$ cat src/rtl/arbitro_botoes.sv
// Round-robin arbiter turning debounced button pulses into a valid/ready command stream.
// Optional PERDAS_CNT_EN adds a saturating 8-bit counter of dropped button events.
module arbitro_botoes #(
  parameter int unsigned N_BOTOES = 4,
  parameter int unsigned ID_W     = 2
) (
  input  logic                clk,
  input  logic                rst,
  input  logic [N_BOTOES-1:0] flag_botao,
  input  logic                cmd_ready,
  output logic                cmd_valid,
  output logic [ID_W-1:0]     cmd_id,
  output logic [N_BOTOES-1:0] pendentes
`ifdef PERDAS_CNT_EN
  ,
  output logic [7:0]          perdas
`endif
);

  localparam int unsigned CNT_W = 4;

  typedef enum logic {
    OCIOSO = 1'b0,
    OFERTA = 1'b1
  } estado_t;

  estado_t             estado, estado_next;
  logic [ID_W-1:0]     ptr, ptr_next;
  logic [ID_W-1:0]     id_next;
  logic [ID_W-1:0]     cand;
  logic                achou;
  logic                valid_next;
  logic [N_BOTOES-1:0] limpa;
  logic [N_BOTOES-1:0] pend_next;
  logic [N_BOTOES-1:0] perdidos;

  // Grant search, handshake and pending-vector update
  always_comb begin
    estado_next = estado;
    ptr_next    = ptr;
    id_next     = cmd_id;
    limpa       = '0;
    achou       = 1'b0;
    cand        = '0;
    case (estado)
      OCIOSO: begin
        if (|pendentes) begin
          for (int unsigned k = 1; k <= N_BOTOES; k++) begin
            cand = ID_W'((32'(ptr) + k) % N_BOTOES);
            if (!achou && pendentes[cand]) begin
              achou   = 1'b1;
              id_next = cand;
            end
          end
          estado_next = OFERTA;
        end
      end
      OFERTA: begin
        if (cmd_ready) begin
          limpa[cmd_id] = 1'b1;
          ptr_next      = cmd_id;
          estado_next   = OCIOSO;
        end
      end
      default: estado_next = OCIOSO;
    endcase
    valid_next = (estado_next == OFERTA);
    // A pulse on the channel being cleared re-arms it instead of being dropped
    pend_next  = (pendentes & ~limpa) | flag_botao;
    perdidos   = flag_botao & pendentes & ~limpa;
  end

  always_ff @(posedge clk) begin
    if (rst) begin
      estado    <= OCIOSO;
      cmd_valid <= 1'b0;
      cmd_id    <= '0;
      pendentes <= '0;
      ptr       <= ID_W'(N_BOTOES - 1);
    end else begin
      estado    <= estado_next;
      cmd_valid <= valid_next;
      cmd_id    <= id_next;
      pendentes <= pend_next;
      ptr       <= ptr_next;
    end
  end

`ifdef PERDAS_CNT_EN
  logic [CNT_W-1:0] n_perdidos;
  logic [8:0]       soma;
  logic [7:0]       perdas_next;

  // Saturating add of this edge's drop count
  always_comb begin
    n_perdidos = '0;
    for (int unsigned i = 0; i < N_BOTOES; i++) begin
      n_perdidos = n_perdidos + CNT_W'(perdidos[i]);
    end
    soma        = 9'(perdas) + 9'(n_perdidos);
    perdas_next = soma[8] ? 8'hFF : soma[7:0];
  end

  always_ff @(posedge clk) begin
    if (rst) begin
      perdas <= '0;
    end else begin
      perdas <= perdas_next;
    end
  end
`else
  logic unused_perdidos;
  assign unused_perdidos = |{perdidos, CNT_W'(0)};
`endif

endmodule

$ cat config.mk
export PLATFORM = sky130hd
export DESIGN_NAME = arbitro_botoes
export DESIGN_NICKNAME = d
export VERILOG_FILES = /design/src/rtl/arbitro_botoes.sv
export SDC_FILE = /design/constraint.sdc
export NUM_CORES = 1
export LEC_CHECK = 0
export BUFFER_PORTS_ARGS = -buffer_cell sky130_fd_sc_hd__clkbuf_2
export CAP_MARGIN = 25
export CORE_AREA = 2 2 39 41
export CTS_CLUSTER_DIAMETER = 50
export CTS_CLUSTER_SIZE = 20
export DETAILED_ROUTE_END_ITERATION = 12
export DIE_AREA = 0 0 41 43
export GPL_TIMING_DRIVEN = 0
export HOLD_SLACK_MARGIN = 0.05
export PLACE_DENSITY = 0.62
export SETUP_SLACK_MARGIN = 0.3
export SLEW_MARGIN = 20
export SYNTH_ARGS = -nofsm -noshare
export SYNTH_HDL_FRONTEND = slang
export SYNTH_SLANG_ARGS = --single-unit
export TNS_END_PERCENT = 5
$ cat constraint.sdc
create_clock -name clk -period 1.27 [get_ports clk]
set_clock_uncertainty 0.15 [all_clocks]
set_input_delay 0.0635 -clock clk [delete_from_list [all_inputs] [get_ports clk]]
set_output_delay 0.0635 -clock clk [all_outputs]
set_load 0.02 [all_outputs]
==> run metrics <==
die width 41 um; Syn Nets 63; Max-Slew Margin vs Limit 77.5%; Startpoint Class flip-flop; Yosys top cell area share 37.8%; Worst-Skew Late Latency 0.26 ns; top_reg_cell synth dfxtp_1; Max rail drop VDD 0.529 mV; most numerous cell in the Yosys netlist dfxtp_1; GRT Total Usage 15.9%; Leak 0.294 nW; global route hottest layer met2; starting density of the core 34.4%; buffers added on ports 12; cts hold-fix bufs 5; gp weighted congestion 0.671; P per Cell Area 1120 nW/um2; io pins 14; MaxCap Viol Count 0; Mean Syn Cell Area 8.51 um2; final hold slack -0.126 ns; initial antenna violation count 0; setup TNS -0.0725 ns; fin cells 93; critical path class flip-flop to flip-flop; Pre-antenna DRT Iters 4; global-route wire length before repair 1940 um; status finished with violations; Pins Over Slew Limit 0; drt drc 0; sequential-to-total area share from yosys stat 37.8%; EDFF count, synth 0; clk slew on worst S/H paths 0.06 ns; CP required 1.33 ns; Final Setup Violations 2; routed length per instance 12.3 um; clock period minus worst slack 1.33 ns; final WL 1150 um; gr ovfl total 0; Post-Place Worst Slack -0.117 ns; fmax 0.754 GHz; worst hold path type input pin to flip-flop; met2 Track Usage GR 24.1%; CP endpoint kind flip-flop; Via Count 505; final worst setup slack -0.0564 ns; dominant cells by area after synthesis dfxtp_1 38%, nor2_1 5.5%, o221ai_1 5.5%; Syn. warnings 0; layout cells sized above 1 40.3%; vias in the first global route 463; clock buffer depth 2; Worst Tran Pin Value 0.336 ns; Syn Inst Count 56; Synth area leader dfxtp_1; standard-cell rows 14; Synth top cells by count 9 x dfxtp_1, 7 x nor2_1, 5 x a21oi_1; Synth Cell Area 477 um2; final antenna diode count 0; Overall Power 0.000770 W; hpwl dp 775 um; chip height 43 um; Final ANT Viol Nets 0; initial DRC count 15; area growth from synthesis to layout 44.4%; Critical Path AT 1.39 ns; CTS sink cnt 9; CTS tree built; Placed Cells 84; Nets 85; fin crit share 104%; Core ar. 1380 um2; RSZ-0062 raised after global routing yes; met1 Use GR 20.6%; Critical Path Fanout Max 8; Post-synth ARST share 0%; clk root buf clkbuf_4; met3 Use GR 1.57%; final hold viol count 2; Seq cells post-synth 9; post-CTS setup buffers 0; H-Tree Depth 1; number of CTS-inserted buffers 3; count of unique library cells instantiated by Yosys 26; failing checks hold timing, setup timing; largest net degree at the start of global routing 10; full die area 1760 um2; routed vias/inst 5.43
flip-flops by register name (all words and copies together) (netlist names):
| register | cells |
|---|---|
| pendentes | 4 |
| cmd_id | 2 |
| estado | 1 |
| ptr | 2 |
power breakdown:
part | internal (W) | switching [W] | leakage [nW]
combinational | 0.0000976 | 0.0000923 | 0.203
sequential | 0.000310 | 0.0000494 | 0.0765
clock | 0.000121 | 0.0000997 | 0.0150
total | 0.000529 | 0.000241 | 0.294
timing repair:
| action | CTS | global route |
|---|---|---|
| hold endpoints to repair | 8 | 4 |
| setup endpoints to repair | 15 | 16 |
| resized for setup | 4 | 15 |
critical path, cell delays in order (launching register included):
cell and delay [ns]:
dfxtp_2 0.40, nand2b_1 0.13, o22ai_1 0.08, a2111oi_1 0.35, a21o_1 0.16
cell usage in the layout (no fill, tap or decap), types with 2 or more instances in the layout:
| cell type | synthesis | routed |
|---|---|---|
| dfxtp_1 | 9 | 2 |
| o221ai_1 | 3 | 3 |
| inv_1 | 3 | 3 |
| buf_2 | 0 | 2 |
| clkbuf_2 | 0 | 6 |
| dfxtp_4 | 0 | 4 |
| buf_4 | 1 | 3 |
| nor2_1 | 7 | 7 |
| buf_6 | 1 | 2 |
| and3_1 | 2 | 2 |
| nor2b_2 | 1 | 2 |
| dlygate4sd3_1 | 0 | 5 |
| a21oi_1 | 5 | 5 |
| dfxtp_2 | 0 | 3 |
| o22ai_1 | 2 | 2 |
| nand2_1 | 3 | 3 |
| a211oi_1 | 2 | 2 |
| clkbuf_4 | 0 | 4 |
| nand2b_1 | 3 | 3 |
final timing paths:
kind | cells after the start | start | to | slack (ns)
setup / recovery | 4 | ptr[0]$_SDFFE_PP1P_ | cmd_id[1]$_SDFFE_PP0P_ | -0.06
hold / removal | 2 | cmd_ready | estado$_SDFF_PP0_ | -0.13
setup reg to reg | 4 | ptr[0]$_SDFFE_PP1P_ | cmd_id[1]$_SDFFE_PP0P_ | -0.06
hold reg to reg | 1 | estado$_SDFF_PP0_ | estado$_SDFF_PP0_ | 0.35
cell families after synthesis:
family	Yosys count	share of synthesized area (%)
AND/OR/NAND/NOR	23	27.3
AO/OA/AOI/OAI	18	27.8
buffers and inverters	6	7.09
flip-flops	9	37.8
layer usage:
metal	routed length, um	part of all wire [%]	up-vias
met5	0	0	-
met4	27	2.4	0
met3	47	4.1	3
met2	518	45	14
met1	552	48	233
li1	-	-	255
metrics by stage:
stage / util [%] / area (um2)
after floorplan: - / 492
final: 49.7 / 688
after CTS: 47.4 / 656
after detailed placement: 41.3 / 572
after global routing: 49.7 / 688
after global placement: 41.3 / 572
layout make-up:
class | count | area [um2]
well taps | 16 | 20.0
inverters | 4 | 15.0
clock buffers | 4 | 26.3
plain buffers | 2 | 18.8
flip-flops and latches | 9 | 199
repair buffers | 17 | 124
multi-input cells | 41 | 285
fillers | 131 | 696
Note: power is estimated with default switching activity, not from simulation.
